### config.mk
export PLATFORM = sky130hd
export DESIGN_NAME = pulse_scheduler
export DESIGN_NICKNAME = d
export VERILOG_FILES = /design/src/rtl/pulse_scheduler.sv
export SDC_FILE = /design/constraint.sdc
export NUM_CORES = 1
export LEC_CHECK = 0
export CAP_MARGIN = 20
export CORE_ASPECT_RATIO = 0.6
export CORE_MARGIN = 2
export CORE_UTILIZATION = 52
export DETAILED_ROUTE_END_ITERATION = 12
export PLACE_DENSITY = 0.77
export SYNTH_ARGS = -nofsm -noshare
export SYNTH_HDL_FRONTEND = slang
export SYNTH_SLANG_ARGS = --single-unit
### constraint.sdc
create_clock -name clk -period 3.2 [get_ports clk]
set_input_delay 0.64 -clock clk [delete_from_list [all_inputs] [get_ports clk]]
set_output_delay 0.64 -clock clk [all_outputs]
set_load 0.02 [all_outputs]
### src/rtl/pulse_scheduler.sv
// Burst sequencer for the pulsed-sine transmit path: gates the sine output and
// strobes the NCO phase reset at each pulse, timed in ms from a per-burst config.
module pulse_scheduler #(
    parameter int unsigned CLK_FREQ = 100000000,
    parameter int unsigned MS_W     = 16,
    parameter int unsigned CNT_W    = 16
) (
    input  logic             clk,
    input  logic             rst,
    input  logic             start_i,
    input  logic             abort_i,
    input  logic [MS_W-1:0]  pw_ms_i,
    input  logic [MS_W-1:0]  pri_ms_i,
    input  logic [CNT_W-1:0] num_pulses_i,
    output logic             tx_en_o,
    output logic             phase_rst_o,
    output logic             busy_o,
    output logic             done_o,
    output logic             err_o,
    output logic [CNT_W-1:0] pulse_idx_o
);

    localparam int unsigned TICKS_PER_MS = CLK_FREQ / 1000;
    localparam int unsigned TICK_W       = (TICKS_PER_MS > 1) ? $clog2(TICKS_PER_MS) : 1;
    localparam logic [TICK_W-1:0] TICK_LAST = TICK_W'(TICKS_PER_MS - 1);

    typedef enum logic [1:0] {
        S_IDLE,
        S_ON,
        S_OFF
    } state_e;

    state_e            state_q;
    logic [TICK_W-1:0] tick_q;
    logic [MS_W-1:0]   ms_q;
    logic [MS_W-1:0]   pw_q;
    logic [MS_W-1:0]   pri_q;
    logic [CNT_W-1:0]  num_q;
    logic [CNT_W-1:0]  idx_q;
    logic              tx_en_q;
    logic              phase_rst_q;
    logic              busy_q;
    logic              done_q;
    logic              err_q;

    logic              cfg_ok;
    logic              ms_edge;
    logic              on_end;
    logic              off_end;
    logic              more_pulses;
    logic [CNT_W-1:0]  idx_d;

    assign cfg_ok  = (pw_ms_i != '0) && (pri_ms_i != '0) && (pw_ms_i < pri_ms_i);
    assign ms_edge = (tick_q == TICK_LAST);

    // The ms counter runs across the whole period: 0..pw-1 is ON, pw..pri-1 is OFF.
    assign on_end      = ms_edge && (ms_q == pw_q - MS_W'(1));
    assign off_end     = ms_edge && (ms_q == pri_q - MS_W'(1));
    assign idx_d       = idx_q + CNT_W'(1);
    assign more_pulses = (num_q == '0) || (idx_d < num_q);

    // NOTE: state and outputs share one clocked block with non-blocking
    // assignments, so every output is a flop and strobes default low each cycle.
    always_ff @(posedge clk) begin
        if (rst) begin
            state_q     <= S_IDLE;
            tick_q      <= '0;
            ms_q        <= '0;
            pw_q        <= '0;
            pri_q       <= '0;
            num_q       <= '0;
            idx_q       <= '0;
            tx_en_q     <= 1'b0;
            phase_rst_q <= 1'b0;
            busy_q      <= 1'b0;
            done_q      <= 1'b0;
            err_q       <= 1'b0;
        end else begin
            phase_rst_q <= 1'b0;
            done_q      <= 1'b0;
            err_q       <= 1'b0;

            case (state_q)
                S_IDLE: begin
                    if (start_i && !abort_i) begin
                        if (cfg_ok) begin
                            pw_q        <= pw_ms_i;
                            pri_q       <= pri_ms_i;
                            num_q       <= num_pulses_i;
                            idx_q       <= '0;
                            tick_q      <= '0;
                            ms_q        <= '0;
                            state_q     <= S_ON;
                            tx_en_q     <= 1'b1;
                            phase_rst_q <= 1'b1;
                            busy_q      <= 1'b1;
                        end else begin
                            err_q <= 1'b1;
                        end
                    end
                end

                S_ON, S_OFF: begin
                    if (abort_i) begin
                        state_q <= S_IDLE;
                        tx_en_q <= 1'b0;
                        busy_q  <= 1'b0;
                    end else begin
                        tick_q <= ms_edge ? '0 : tick_q + TICK_W'(1);
                        if (ms_edge) begin
                            ms_q <= ms_q + MS_W'(1);
                        end

                        if (state_q == S_ON && on_end) begin
                            state_q <= S_OFF;
                            tx_en_q <= 1'b0;
                        end else if (state_q == S_OFF && off_end) begin
                            if (more_pulses) begin
                                state_q     <= S_ON;
                                tx_en_q     <= 1'b1;
                                phase_rst_q <= 1'b1;
                                idx_q       <= idx_d;
                                tick_q      <= '0;
                                ms_q        <= '0;
                            end else begin
                                state_q <= S_IDLE;
                                done_q  <= 1'b1;
                                busy_q  <= 1'b0;
                            end
                        end
                    end
                end

                default: begin
                    state_q <= S_IDLE;
                    tx_en_q <= 1'b0;
                    busy_q  <= 1'b0;
                end
            endcase
        end
    end

    assign tx_en_o     = tx_en_q;
    assign phase_rst_o = phase_rst_q;
    assign busy_o      = busy_q;
    assign done_o      = done_q;
    assign err_o       = err_q;
    assign pulse_idx_o = idx_q;

endmodule

== Yosys cells after proc, flatten, opt, wreduce, memory -nomap -nowiden ==
Cells that the tools add are included.

* Register bits after elaboration: 104
* Bits of input ports: 52
* Output and inout port bits: 21
* Logic and storage cells: 111

* Add/sub/neg operators: 5
* $lt $le $gt $ge: 2
* Equal/unequal tests: 16
* Multiplexer cells: 49
* Bitwise gates (word level): 4
* Reductions and logical operators: 23

{| class="wikitable"
|+ Operator list
! operator !! count
|-
| 2-to-1 mux 16 bit || 11
|-
| 2-to-1 mux 17 bit || 7
|-
| one-hot mux 16 bit (2 select lines) || 2
|-
| one-hot mux 17 bit (2 select lines) || 1
|-
| adder 16 x 1 -> 16 bit (second input constant) || 2
|-
| equality test 16 bit || 2
|-
| < comparator 16 bit || 2
|-
| nonzero test 16 bit || 2
|-
| subtractor 16 x 1 -> 16 bit (second input constant) || 2
|-
| 2-to-1 mux 1 bit || 19
|-
| adder 17 x 1 -> 17 bit (second input constant) || 1
|-
| equality test 17 bit (second input constant) || 1
|-
| logical NOT 16 bit || 1
|-
| inequality test 2 bit (second input constant) || 6
|-
| 2-to-1 mux 2 bit || 5
|-
| inequality test 3 bit (second input constant) || 3
|-
| inequality test 4 bit (second input constant) || 2
|-
| AND reduction 4 bit || 2
|-
| logical AND 1 bit || 7
|-
| AND reduction 7 bit || 1
|-
| one-hot mux 1 bit (2 select lines) || 3
|-
| AND reduction 3 bit || 2
|-
| AND reduction 5 bit || 1
|-
| OR reduction 5 bit || 1
|-
| 10 further kinds || 13
|}

== Longest topological paths before layout ==
* Depth in word-level cells: 8
* Depth in mapped cells: 16
* Gate-level depth less buffers: 16

== Worst setup path after synthesis ==
Ideal clock, no wire load.

* Path type: register -> register
* From: register idx_q[0] (netlist: pulse_idx_o[0])
* To: register idx_q[13] (netlist: pulse_idx_o[13])
* Library setup time: 139 ps
* Data arrival time: 3526 ps
* Required time: 3061 ps
* Setup slack: -465 ps
* Stages on the path, launching flop included: 17
* Buffers on the path: 1
* Period minus slack after synthesis: 3665 ps
* Cell sequence: dfxtp_1 ha_1 nand3_1 nor2_1 and3_1 and3_1 and3_1 nand3_1 xnor2_1 ha_1 nand4_1 o22ai_1 o41ai_2 o2111ai_2 nand2_1 buf_4 a31oi_1

* Longest elaborated chain between the ends: 6
* Elaborated cells between the ends (all ways): 10
* Classes of those cells: add/sub (1); order compare (1); eq/ne (1); mux (5); reduce/logical (2)

{| class="wikitable"
|+ Ends and longest elaborated chain
! element !! line !! RTL
|-
| start: declaration || 39 || <nowiki>logic [CNT_W-1:0] idx_q;</nowiki>
|-
| start signal: assignment || 122 || <nowiki>idx_q <= idx_d;</nowiki>
|-
| adder 16 x 1 -> 16 bit * || 59 || <nowiki>assign idx_d = idx_q + CNT_W'(1);</nowiki>
|-
| branches (longest 5 deep; another with < comparator 16 bit) || n/a ||
|}

Mark *: on every way between the ends. The select of a mux whose other input is x is not followed.
A chain may end at the register's enable or synchronous reset.

== Worst setup path after layout ==
* From: register idx_q[1] (netlist: pulse_idx_o[1])
* To: register idx_q[10] (netlist: pulse_idx_o[10])

The elaborated chain is that of the path after synthesis.

==> results.md <==
- Average cell area after synthesis: 7.97 sq um
- H-Tree Level Count: 3
- Largest net degree at the start of global routing: 54
- Setup repair after global routing missed its margin: true
- # IOs: 73
- Worst min-delay path category: reg -> reg
- Area of the core region: 12800 sq um
- Max-cap violations: 0
- Remaining antenna violation count after routing: 0
- Net switching power: 1.30 mW
- Count of unique library cells instantiated by Yosys: 75
- Most frequent cells in the layout: 113 x nor2_1, 104 x buf_4, 97 x dfxtp_1
- Syn nets: 944
- Crit path setup slack, layout: -0.533 ns
- Clock tree from TritonCTS: yes
- Initial antenna violation count: 0
- Post-synth top flop: dfxtp_1
- Static power due to leakage: 3.88 nW
- Cell with the largest stage delay on the worst path: o41ai_4
- Diode insertion count for antenna repair: 0
- Share of the core filled with cells in the final layout: 74.5%
- Worst Tran Pin Value: 0.921 ns
- Async set-or-reset flop fraction in the synthesized netlist: 0%
- Setup violation total in the final timing report: 40
- Most common cell type on the critical path: and3_4
- First DRT Iteration DRCs: 871
- Setup crit start kind: flip-flop
- Wire length after detailed routing: 23300 microns
- Leading cell type in the layout, fill and taps excluded: nor2_1
- Combinational share of power: 30.8%
- Routability congestion estimate: 0.919
- Layout Nets: 1112
- Total power consumption of the routed design: 3.75 mW
- First-pass GRT wire length: 34000 microns
- Number of optimization iterations in the first detailed-route pass: 5
- Type of destination of the critical path: flip-flop
- Count of warnings emitted by yosys: 0
- Overall Global Routing Usage: 31.1%
- Hold-fix buffer count after cts: 0
- Final global-route overflow total: 0
- DP HPWL: 15600 microns
- Floorplan die width: 152 microns
- Post-synthesis cell count: 853
- Share of total power in the clock network: 31.5%
- Critical path's largest stage delay: 0.44 ns
- Net switching fraction of the power: 34.6%
- Count of vias placed by the detailed router: 7323
- Fraction of layout instances using a drive strength above 1: 24.3%
- Internal portion of total power: 2.45 mW
- Number of buffers created by CTS: 9
- DRC Markers: 0
- Relative slew slack: 38.5%
- Seq/Total Area, Yosys: 30.6%
- Post-synthesis instance area: 6800 sq um
- Power per Cell Area: 393 nW/um^2
- Critical path peak fanout: 7
- Critical Setup Path Class: reg -> reg
- Required time of the critical path: 3.48 ns
- Max rail drop VDD: 0.331 mV
- Via density: 6.12
- Final number of hold-violating endpoints: 0
- IO Port Bufs: 72
- Max Clk Rate: 268 MHz
- Die outline area: 14000 sq um
- Final critical path time including I/O delays and setup: 3.73 ns
- Share of the clock period used by the worst path: 117%
- Arrival time of the worst setup path: 4.02 ns
- Largest clock skew in the final design: 0.0194 ns
- Status: finished, violations left
- Total cell area at the placement stage: 8410 sq um
- Initial core utilization: 53.1%
- Cell-by-cell trace of the critical path: nand4_1 > nor3_2 > and3_4 > and3_4 > and3_4 > xor2_2 > ha_4 > a21o_1 > a21oi_2 > o22ai_2 > o41ai_4 > buf_6 > o2111a_2 > buf_12 > a21oi_2 > a31oi_1
- Via count of the first global-routing pass: 6428
- Reg clk slew, reported paths: 0.09 ns
- Sequential cell fraction of total power: 37.8%
- #FFs+latches synth: 104
- CTS Root Buffer Type: clkbuf_16
- Die Span Y: 92.6 microns
- Violations in the final reports: setup timing
- Layout overhead on the synthesized area: 40.3%
- Wire length per cell: 19.5 microns
- Clock insertion delay at the later pin of the skew report: 0.38 ns
- Worst setup timing slack at the placement stage: -0.518 ns
- Number of cell rows: 32
- Post-synth EDFFs: 0
- Count of clock tree sinks: 104
- Bufs on Longest Clock Path: 2
- Count of pins over their slew limit: 0
- Final instance area: 9550 sq um
[path summary, 6_finish.rpt]
kind	slack, ns	startpoint	endpoint	depth (start not counted)
max reg2reg	-0.53	pulse_idx_o[1]	pulse_idx_o[10]	16
min reg2reg	0.50	tx_en_o	tx_en_o	2
max	-0.53	pulse_idx_o[1]	pulse_idx_o[10]	16
min	0.50	tx_en_o	tx_en_o	2
[kinds of logic (layout without fill, tap and decap cells)]
kind of cell | count (synthesis) | after routing | synth area share, %
AO/OA/AOI/OAI | 160 | 160 | 15.3
XOR/XNOR | 56 | 56 | 7.21
adder cells (fa/ha/maj) | 39 | 39 | 7.17
buffers and inverters | 89 | 262 | 5.54
flip-flops | 104 | 104 | 30.6
multiplexers | 36 | 36 | 5.37
AND/OR/NAND/NOR | 369 | 369 | 28.8
[metrics by stage]
step | hold slack, ns | instances | TNS, ns
after floorplan | 0.448 | 853 | -4.29
after global placement | 0.469 | 1153 | -30.31
after detailed placement | 0.478 | 1153 | -34.95
after CTS | 0.505 | 1180 | -5.37
after global routing | 0.520 | 1196 | -24.37
final | 0.503 | 1196 | -17.45
[synthesized netlist by cell type (5+ instances only)]
cell | n | area [sq um]
and3_1 | 16 | 100
a31oi_1 | 14 | 87.6
and2_1 | 5 | 31.3
a21oi_1 | 55 | 275
nor4_1 | 23 | 144
or3_1 | 8 | 50.1
o21a_1 | 5 | 37.5
dfxtp_1 | 104 | 2080
or2_2 | 9 | 56.3
inv_1 | 50 | 188
ha_1 | 39 | 488
nand3b_1 | 12 | 90.1
nor2_1 | 117 | 439
xnor2_1 | 35 | 307
and4_1 | 6 | 52.6
clkbuf_1 | 27 | 101
nand2_1 | 46 | 173
nor2b_1 | 16 | 100
mux2i_1 | 35 | 350
o21ai_0 | 18 | 90.1
nand3_1 | 29 | 145
xor2_1 | 21 | 184
nand2b_1 | 8 | 50.1
nand4_1 | 16 | 100
o211ai_1 | 5 | 37.5
nor3_1 | 30 | 150
o21ai_1 | 18 | 90.1
[sequential cells by signal, summed over array words and instances (netlist names)]
register     count
tick_q          17
ms_q            16
num_q           16
pri_q           16
pulse_idx_o     16
pw_q            16
state_q          2
busy_o           1
done_o           1
err_o            1
phase_rst_o      1
tx_en_o          1
[power groups by stage]
stage          logic (mW)  registers (mW)  clock network [mW]
2_1_floorplan       0.603            1.42                   0
3_3_place_gp        0.915            1.43                   0
3_5_place_dp        0.935            1.44                   0
4_1_cts              1.00            1.41                1.18
5_1_grt              1.23            1.42                1.23
6_report             1.15            1.41                1.18
[routing by layer]
| metal | track usage, % | share of wire [%] | up-vias |
|---|---|---|---|
| met3 | 7.14 | 11 | 63 |
| li1 | - | - | 3395 |
| met4 | 7.02 | 2.0 | 0 |
| met5 | 0 | 0 | - |
| met1 | 47.6 | 45 | 3452 |
| met2 | 43.7 | 42 | 413 |
[critical path, delay by kind of cell (launching register included)]
| kind | cells | cell delay (ns) |
|---|---|---|
| compound gates | 7 | 1.40 |
| xor+xnor | 1 | 0.24 |
| fa+ha+maj | 1 | 0.25 |
| buf+inv | 2 | 0.32 |
| flops | 1 | 0.37 |
| simple gates | 5 | 1.04 |
[area by class of cell]
type	instances	area (sq um)
Multi-Input combinational cell	660	4850
Fill cell	843	3270
Sequential cell	104	2100
Timing Repair Buffer	196	1870
Clock buffer	9	225
Tap cell	170	213
Inverter	50	188
Clock inverter	7	96.3
[timing repair]
action,in CTS,in global routing
endpoints found under the setup margin,66,89
cloned,1,4
pin swaps,26,27
resized for setup,39,82
setup buffers,10,14
Power figures use the tool's default switching activity.
